## config.mk

```make
export PLATFORM = sky130hd
export DESIGN_NAME = fft_sequencer
export DESIGN_NICKNAME = d
export VERILOG_FILES = /design/src/rtl/fft_seq_pkg.sv /design/src/rtl/fft_seq_buf.sv /design/src/rtl/fft_sequencer.sv
export SDC_FILE = /design/constraint.sdc
export NUM_CORES = 1
export LEC_CHECK = 0
export ABC_CLOCK_PERIOD_IN_PS = 4600
export BUFFER_PORTS_ARGS = -buffer_cell sky130_fd_sc_hd__buf_2
export CAP_MARGIN = 20
export CORE_MARGIN = 3
export CORE_UTILIZATION = 45
export CTS_CLUSTER_SIZE = 12
export DETAILED_ROUTE_END_ITERATION = 12
export RECOVER_POWER = 25
export SLEW_MARGIN = 20
export SYNTH_ARGS = -nofsm -noshare
export SYNTH_HDL_FRONTEND = slang
export SYNTH_SLANG_ARGS = --single-unit
```

## constraint.sdc

```tcl
create_clock -name clk -period 4.6 [get_ports clk]
set_input_delay 0 -clock clk [delete_from_list [all_inputs] [get_ports clk]]
set_output_delay 0 -clock clk [all_outputs]
set_load 0.05 [all_outputs]
```

## src/rtl/fft_seq_pkg.sv

```systemverilog
// rtl/fft_seq_pkg.sv - shared state encoding and {re, im} helpers for the FFT sequencer
package fft_seq_pkg;

    localparam int FFT_WIDTH = 16;
    localparam int FFT_M     = 5;

    // Largest positive value of a signed FFT_WIDTH component, held at sum width.
    localparam logic [FFT_WIDTH+1:0] MAG_MAX = {3'b000, {(FFT_WIDTH-1){1'b1}}};

    typedef enum logic [2:0] {
        IDLE,
        CLEAR,
        LOAD,
        START,
        WAIT,
        CAPTURE,
        DRAIN
    } seq_state_t;

    function automatic logic [2*FFT_WIDTH-1:0] pack_cplx(
        input logic [FFT_WIDTH-1:0] re,
        input logic [FFT_WIDTH-1:0] im
    );
        return {re, im};
    endfunction

    // |re| + |im| clipped to the positive signed range; one extra bit covers |-2**(W-1)|.
    function automatic logic [FFT_WIDTH-1:0] mag_sat(input logic [2*FFT_WIDTH-1:0] d);
        logic [FFT_WIDTH-1:0] re;
        logic [FFT_WIDTH-1:0] im;
        logic [FFT_WIDTH:0]   are;
        logic [FFT_WIDTH:0]   aim;
        logic [FFT_WIDTH+1:0] sum;
        re  = d[2*FFT_WIDTH-1:FFT_WIDTH];
        im  = d[FFT_WIDTH-1:0];
        are = re[FFT_WIDTH-1] ? ({1'b0, ~re} + (FFT_WIDTH+1)'(1)) : {1'b0, re};
        aim = im[FFT_WIDTH-1] ? ({1'b0, ~im} + (FFT_WIDTH+1)'(1)) : {1'b0, im};
        sum = {1'b0, are} + {1'b0, aim};
        return (sum > MAG_MAX) ? MAG_MAX[FFT_WIDTH-1:0] : sum[FFT_WIDTH-1:0];
    endfunction

endpackage

```

## src/rtl/fft_seq_buf.sv

```systemverilog
// rtl/fft_seq_buf.sv - result buffer, one write port and one registered read port
module fft_seq_buf #(
    parameter int DW = 32,
    parameter int AW = 5
) (
    input  logic          clk,
    input  logic          reset,
    input  logic          wr_en,
    input  logic [AW-1:0] wr_adr,
    input  logic [DW-1:0] wr_data,
    input  logic          rd_en,
    input  logic [AW-1:0] rd_adr,
    output logic [DW-1:0] rd_data
);

    logic [DW-1:0] mem [2**AW];

    always_ff @(posedge clk) begin
        if (wr_en) begin
            mem[wr_adr] <= wr_data;
        end
    end

    // The read register doubles as the output holding register, so it only moves on rd_en.
    always_ff @(posedge clk or negedge reset) begin
        if (!reset) begin
            rd_data <= '0;
        end else if (rd_en) begin
            rd_data <= mem[rd_adr];
        end
    end

endmodule

```

## src/rtl/fft_sequencer.sv

```systemverilog
// rtl/fft_sequencer.sv - FFT frame sequencer; FFT_SEQ_MAG_EN selects |re|+|im| output
module fft_sequencer
    import fft_seq_pkg::*;
#(
    parameter int WIDTH   = FFT_WIDTH,
    parameter int M       = FFT_M,
    parameter int RD_LAT  = 1,
    parameter int TIMEOUT = 256
) (
    input  logic               clk,
    input  logic               reset,
    input  logic               run,
    input  logic               s_valid,
    output logic               s_ready,
    input  logic [WIDTH-1:0]   s_data,
    output logic               fft_reset,
    output logic               fft_start,
    output logic               fft_load,
    output logic [M-1:0]       fft_rd_adr,
    output logic [2*WIDTH-1:0] fft_rd,
    input  logic               fft_done,
    input  logic [2*WIDTH-1:0] fft_wd,
    output logic               m_valid,
    input  logic               m_ready,
    output logic [2*WIDTH-1:0] m_data,
    output logic [M-1:0]       m_index,
    output logic               m_last,
    output logic               busy,
    output logic               error
);

    localparam int N  = 2**M;
    localparam int TW = $clog2(TIMEOUT + 1);
    localparam int LW = (RD_LAT > 1) ? $clog2(RD_LAT) : 1;

    seq_state_t         state;
    logic [M-1:0]       ld_cnt;
    logic [M-1:0]       cap_cnt;
    logic [M-1:0]       rd_ptr;
    logic [TW-1:0]      timer;
    logic [LW-1:0]      cap_dly;
    logic               hs_in;
    logic               hs_out;
    logic               fetch;
    logic               wr_en;
    logic [2*WIDTH-1:0] rd_data;

    assign s_ready    = (state == LOAD);
    assign fft_reset  = (state == CLEAR);
    assign fft_start  = (state == START);
    assign busy       = (state != IDLE);

    assign hs_in      = s_valid & s_ready;
    assign fft_load   = hs_in;
    assign fft_rd_adr = ld_cnt;
    assign fft_rd     = hs_in ? pack_cplx(s_data, '0) : '0;

    assign wr_en      = (state == CAPTURE) && (cap_dly == '0);
    assign hs_out     = m_valid & m_ready;
    // Refill the output slot when it is empty or is being consumed, except after the last bin.
    assign fetch      = (state == DRAIN) && (!m_valid || (m_ready && !m_last));

    always_ff @(posedge clk or negedge reset) begin
        if (!reset) begin
            state   <= IDLE;
            ld_cnt  <= '0;
            cap_cnt <= '0;
            rd_ptr  <= '0;
            timer   <= '0;
            cap_dly <= '0;
            error   <= 1'b0;
            m_valid <= 1'b0;
            m_index <= '0;
            m_last  <= 1'b0;
        end else begin
            case (state)
                IDLE: begin
                    if (run) begin
                        state <= CLEAR;
                    end else begin
                        error <= 1'b0;
                    end
                end
                CLEAR: begin
                    state <= LOAD;
                end
                LOAD: begin
                    if (hs_in) begin
                        ld_cnt <= ld_cnt + M'(1);
                        if (ld_cnt == M'(N-1)) begin
                            state <= START;
                        end
                    end
                end
                START: begin
                    timer <= '0;
                    state <= WAIT;
                end
                WAIT: begin
                    if (fft_done) begin
                        cap_cnt <= '0;
                        cap_dly <= LW'(RD_LAT-1);
                        state   <= CAPTURE;
                    end else if (timer == TW'(TIMEOUT-1)) begin
                        error <= 1'b1;
                        state <= IDLE;
                    end else begin
                        timer <= timer + TW'(1);
                    end
                end
                CAPTURE: begin
                    // Bin k appears RD_LAT+k cycles after the first done cycle; no stalls here.
                    if (cap_dly != '0) begin
                        cap_dly <= cap_dly - LW'(1);
                    end else begin
                        cap_cnt <= cap_cnt + M'(1);
                        if (cap_cnt == M'(N-1)) begin
                            state <= DRAIN;
                        end
                    end
                end
                DRAIN: begin
                    if (fetch) begin
                        m_valid <= 1'b1;
                        m_index <= rd_ptr;
                        m_last  <= (rd_ptr == M'(N-1));
                        rd_ptr  <= rd_ptr + M'(1);
                    end else if (hs_out) begin
                        m_valid <= 1'b0;
                        m_last  <= 1'b0;
                        m_index <= '0;
                        state   <= run ? CLEAR : IDLE;
                    end
                end
                default: begin
                    state <= IDLE;
                end
            endcase
        end
    end

    fft_seq_buf #(
        .DW(2*WIDTH),
        .AW(M)
    ) u_buf (
        .clk     (clk),
        .reset   (reset),
        .wr_en   (wr_en),
        .wr_adr  (cap_cnt),
        .wr_data (fft_wd),
        .rd_en   (fetch),
        .rd_adr  (rd_ptr),
        .rd_data (rd_data)
    );

`ifdef FFT_SEQ_MAG_EN
    assign m_data = pack_cplx('0, mag_sat(rd_data));
`else
    assign m_data = rd_data;
`endif

endmodule

```

==> results of run 1 <==
## registers in the layout (all words and copies together), names as in the netlist
signal and count:
u_buf.rd_data 32, m_valid 1, cap_cnt 5, u_buf.mem 1024, m_index 5, state 3
fft_rd_adr 5, timer 9, rd_ptr 5, m_last 1, error 1
## worst max-delay path, delay by kind of cell, from the launching register on
kind                   cells  cell delay, ns
DFF                        1            0.56
buffers and inverters      1            0.33
and+or+nand+nor            4            2.26
## power by group
| part | leakage, uW | internal [uW] | total [uW] | switching [uW] |
|---|---|---|---|---|
| sequential | 0.0100 | 11300 | 11900 | 679 |
| clock | 0.00168 | 4880 | 8530 | 3640 |
| combinational | 0.00426 | 2940 | 7480 | 4540 |
## cell usage after synthesis (11+ instances only)
master | number | share of area, %
a2111oi_2 | 42 | 1.5
a21oi_1 | 28 | 0.33
a22oi_1 | 47 | 0.83
and3_1 | 24 | 0.35
buf_2 | 43 | 0.50
buf_4 | 27 | 0.48
clkbuf_1 | 46 | 0.41
dfrtp_1 | 67 | 3.9
edfxtp_1 | 1024 | 72
ha_1 | 11 | 0.32
inv_1 | 11 | 0.097
mux2_2 | 43 | 1.1
mux2i_1 | 254 | 6.0
mux4_2 | 139 | 7.3
nand2_1 | 22 | 0.19
nor2_1 | 66 | 0.58
o22ai_1 | 74 | 1.1
## per-stage QoR
stage / setup slack (ns) / power [uW] / util, % / hold slack [ns]
after global placement: 1.24 / 19500 / 48.1 / 0.0719
after floorplan: 1.33 / 17200 / - / -0.296
final: 1.14 / 28000 / 52.4 / 0.335
after CTS: 1.14 / 28200 / 52.5 / 0.303
after global routing: 0.927 / 29000 / 52.4 / 0.347
after detailed placement: 1.16 / 19600 / 48.3 / 0.0825
## cells by family (layout without fill, tap and decap cells)
family | after synthesis | count (layout)
buffers and inverters | 143 | 452
muxes | 443 | 443
DFF | 1091 | 1091
AOI/OAI and AO/OA | 241 | 241
xor gates and xnor gates | 12 | 12
other | 1 | 17
and+or+nand+nor | 153 | 153
adders and majority gates | 11 | 11
## final cells by class
| cell class | instances | area (sq um) | share of cell area (%) |
|---|---|---|---|
| Antenna cell | 1 | 2.50 | 0.00510 |
| Clock buffer | 178 | 3170 | 6.46 |
| Clock inverter | 30 | 283 | 0.576 |
| Inverter | 12 | 45.0 | 0.0918 |
| Multi-Input combinational cell | 876 | 9750 | 19.9 |
| Sequential cell | 1091 | 32400 | 66.1 |
| Tap cell | 1254 | 1570 | 3.20 |
| Timing Repair Buffer | 232 | 1800 | 3.67 |
## how the worst min path moves through the flow
stage / start / endpoint / slack (ns) / cells past startpoint
floorplan: reset / cap_cnt[0] / -0.30 / 0
global placement: reset / fft_rd_adr[3] / 0.07 / 1
detailed placement: reset / fft_rd_adr[1] / 0.08 / 1
CTS: run / state[0] / 0.30 / 5
global route: run / state[0] / 0.35 / 5
finish: run / state[0] / 0.34 / 5
## metal layers
layer / wire (um) / vias up
li1: - / 9091
met1: 44200 / 11310
met2: 51600 / 778
met3: 7870 / 168
met4: 3260 / 4
met5: 19 / -
==> impl_metrics.tcl, run 1 <==
set metrics [dict create \
    critPathArrivalTime_ns 3.83 \
    stdcell_count 3674 \
    grt_max_degree 53 \
    cpPeakStageDelay_ns 1.01 \
    ys_types 51 \
    htree_levels 3 \
    layout_common_cells "edfxtp_1, mux2i_1, mux4_2" \
    ant_nets 0 \
    status "complete, but fails checks" \
    skew_ns 0.0254 \
    synth_area_sq_mm 0.0426 \
    ios 136 \
    cts.sinks 1091 \
    min_path_type "in2reg" \
    portBuffers 119 \
    cts_buffers 111 \
    grt_first_pass_wirelength_mm 155 \
    setup_violations 0 \
    max_freq_mhz 289 \
    synth_seq_cells 1091 \
    cts_tree "yes" \
    initial_utilization_pct 45.5 \
    num-nets-final 2389 \
    fillers 7437 \
    num_vias 21351 \
    crit_start "state[2]" \
    holdBufCountCts 40 \
    r2r_cells 5 \
    grt_use_met3_pct 4.90 \
    drive_gt1_share_pct 24.7 \
    ys_seq_area_share_pct 76.1 \
    num_rows 112 \
    worstPathRequired_ns 4.96 \
    rr_startpoint "state[2]" \
    cts_root_buffer "clkbuf_16" \
    vdd_drop_max_mv 0.402 \
    endpoint_kind "register" \
    gr-usage-met2_pct 35.1 \
    static-leakage-power_uw 0.0159 \
    cp_max_fo 18 \
    placed_cell_area_sq_mm 0.0452 \
    rsz0062_at_grt "no" \
    cts.reportedPaths.clkPinSlew_ns 0.06 \
    worstSetupPathType "reg2reg" \
    routabilityCongestion 0.816 \
    die_w_um 314 \
    die_h_um 314 \
    yosys.area_share.simple_pct 1.74 \
    grt_pass1_vias 21915 \
    cts_resized 0 \
    synth-main-ff-cell "edfxtp_1" \
    post_cts.repair.setup_buffers 0 \
    hpwl_mm 65.8 \
    firstDrtPassIters 5 \
    relSlewSlack_pct -74.1 \
    r2r_end "u_buf.mem[9][0]" \
    setup.worst_path.end "u_buf.mem[9][0]" \
    routed_wl_mm 107 \
    startpoint_type "register" \
    synth_fa_ha_area_share_pct 0.323 \
    drc 0 \
    cpMaxStageDelayCell "nor2_4" \
    path_cells "nor2b_1, and2_1, nand2_1, nor2_4, buf_4" \
    placed_cells 3425 \
    clk_latency_ns 0.68 \
    final_cell_area_sq_mm 0.0491 \
    wl_per_cell_um 29.1 \
    grt_usage_pct 21.8 \
    synth_mux_area_share_pct 14.9 \
    grtUsageMet1_pct 30.1 \
    final_common_cell "edfxtp_1" \
    violations "max-capacitance violations, max-slew violations" \
    hold_viol_final 0 \
    drt_first_iter_violations 2422 \
    async_reset_ff_share_pct 6.14 \
    syn_inst 2095 \
    yosysWarnings 0 \
    core_sq_mm 0.0936 \
    drv_slew 536 \
    synth_top_family_by_area "multiplexers" \
    synth_area_per_cell_sq_um 20.3 \
    powerDensity_mw_per_mm2 570 \
    cap_violations 16 \
    grt-busiest-layer "met2" \
    vias_per_cell 5.81 \
    clk_path_buf_depth 3 \
    synth_edf_count 1024 \
    min_period_ns 3.46 \
    antenna_found_initial 4 \
    r2r_slack_ns 1.14 \
    area_growth_pct 15.1 \
    fin_setup_tns_ns 0 \
    synth_compound_area_share_pct 4.91 \
    globalRouteOverflowTotal 0 \
    period_share_pct 75.3 \
    worst_pin_slew_ns 2.61 \
    synth_xor_area_share_pct 0.247 \
    dieArea_sq_mm 0.0984 \
]
Note: power is estimated with default switching activity, not from simulation.
==> inputs of run 2 (changes only) <==
Settings changed: ABC_CLOCK_PERIOD_IN_PS 4600 to 3000.
Clock period 4.6 ns to 3 ns, I/O delays scaled along.
==> impl_metrics.tcl, run 2 (synthesis results as in run 1) <==
set metrics [dict create \
    min_period_ns 2.69 \
    top_regs "u_buf.mem (1024), u_buf.rd_data (32), timer (9)" \
    layout_common_cells "edfxtp_1, mux2i_1, mux4_2" \
    num-nets-final 2439 \
    ios 136 \
    skew_ns 0.0220 \
    largest_register "u_buf.mem" \
    hold_depth 5 \
    hold_viol_final 0 \
    r2r_end "state[2]" \
    p_sw_uw 13300 \
    rr_startpoint "fft_rd_adr[0]" \
    cp_max_fo 4 \
    fillers 7372 \
    drv_slew 33 \
    combPwrFrac_pct 27.9 \
    drive_gt1_share_pct 26.0 \
    portBuffers 119 \
    rsz0062_at_grt "no" \
    grt_first_pass_wirelength_mm 154 \
    num_rows 112 \
    final_cell_area_sq_mm 0.0496 \
    violations "max-capacitance violations, max-slew violations" \
    fin_setup_tns_ns 0 \
    clkPwrFrac_pct 30.3 \
    internal-power_uw 29700 \
    startpoint_type "register" \
    cts_root_buffer "clkbuf_16" \
    hold_path_end "state[0]" \
    core_sq_mm 0.0936 \
    wl_per_cell_um 28.7 \
    switching_share_pct 30.9 \
    hpwl_mm 63.3 \
    area_growth_pct 16.3 \
    globalRouteOverflowTotal 0 \
    grt_max_degree 65 \
    cts.sinks 1091 \
    cts_tree "yes" \
    endpoint_kind "register" \
    fin_ws_ns 0.305 \
    cts_buffers 109 \
    vias_per_cell 5.82 \
    min_path_type "in2reg" \
    cap_violations 1 \
    num_vias 21637 \
    critPathArrivalTime_ns 3.30 \
    die_h_um 314 \
    clk_latency_ns 0.68 \
    status "complete, but fails checks" \
    firstDrtPassIters 5 \
    largest_reg_flops 1024 \
    vdd_drop_max_mv 0.550 \
    cts.reportedPaths.clkPinSlew_ns 0.06 \
    setup_violations 0 \
    num_antenna_cells 0 \
    placed_cell_area_sq_mm 0.0457 \
    pre_cts_ws_ns 0.457 \
    grt_usage_pct 21.7 \
    antenna_found_initial 3 \
    clk_path_buf_depth 3 \
    p_seq_share_pct 41.8 \
    period_share_pct 89.8 \
    post_cts.repair.setup_buffers 0 \
    worstSetupPathType "reg2reg" \
    relSlewSlack_pct -0.814 \
    holdCritStartpoint "run" \
    die_w_um 314 \
    static-leakage-power_uw 0.0162 \
    dieArea_sq_mm 0.0984 \
    grt_pass1_vias 22125 \
    routabilityCongestion 0.775 \
    worst_pin_slew_ns 1.51 \
    ant_nets 0 \
    powerDensity_mw_per_mm2 868 \
    final_common_cell "edfxtp_1" \
    drt_first_iter_violations 2154 \
    worstPathRequired_ns 3.61 \
    initial_utilization_pct 45.5 \
    r2r_cells 8 \
    max_freq_mhz 371 \
    htree_levels 3 \
    drc 0 \
    r2r_slack_ns 0.31 \
    routed_wl_mm 107 \
]
## run 2: changes by cell type in the layout (fill, tap and decap cells not counted), moves of 2 or more
cell / change
clkinv_2: -10
buf_16: -4
clkbuf_8: +4
clkbuf_1: +2
buf_2: -3
buf_12: +17
buf_4: +40
## run 2: worst max-delay path by stage
stage	start	endpoint	slack [ns]
2_1_floorplan	state[2]	u_buf.mem[26][0]	-0.27
3_3_place_gp	rd_ptr[3]	u_buf.rd_data[4]	0.45
3_5_place_dp	rd_ptr[3]	u_buf.rd_data[4]	0.46
4_1_cts	fft_rd_adr[0]	state[2]	0.20
5_1_grt	timer[2]	state[2]	0.13
6_report	fft_rd_adr[0]	state[2]	0.31
## run 2: power by group through the flow
stage          Sequential, uW  Clock (uW)  Combinational (uW)
2_1_floorplan           18900           0                7550
3_3_place_gp            18300           0               11900
3_5_place_dp            18300           0               12000
4_1_cts                 18000       13300               12100
5_1_grt                 18000       13900               12700
6_report                18000       13000               12000
## run 2: metrics by stage
stage	hold WS (ns)	instances	util [%]	total power [uW]
6_report	0.305	3719	53.0	43000
4_1_cts	0.266	3719	53.0	43400
2_1_floorplan	-0.296	2110	-	26400
3_5_place_dp	0.122	3476	48.9	30300
3_3_place_gp	0.119	3476	48.9	30200
5_1_grt	0.308	3719	53.0	44600
## run 2: timing repair
| item | in CTS | in global routing |
|---|---|---|
| setup endpoints to repair | 0 | 1 |
| hold buffers | 41 | 0 |
| gates resized for setup | 0 | 1 |
| hold endpoints to repair | 1120 | 0 |
## run 2: layer usage
metal / vias up / GRT usage [%] / share of wire [%] / wire, um
li1: 9199 / - / - / -
met1: 11488 / 29.8 / 42 / 44300
met2: 780 / 35.6 / 49 / 52500
met3: 170 / 3.52 / 6.1 / 6490
met4: 0 / 7.15 / 3.1 / 3360
met5: - / 0 / 0 / 0
## run 2: worst max-delay path: stages (launching register included)
cell           delay [ns]
dfrtp_1              0.42
ha_1                 0.23
and3_1               0.19
ha_1                 0.19
and3_1               0.19
a2111oi_1            0.58
a2111oi_2            0.16
a21oi_1              0.15
dlygate4sd3_1        0.55
## run 2: layout make-up
type / instances / area, sq um / share of cell area [%]
Tap cell: 1254 / 1570 / 3.17
Clock inverter: 18 / 188 / 0.379
Clock buffer: 184 / 3250 / 6.56
Timing Repair Buffer: 284 / 2330 / 4.70
Inverter: 12 / 45.0 / 0.0909
Multi-Input combinational cell: 876 / 9750 / 19.7
Sequential cell: 1091 / 32400 / 65.4
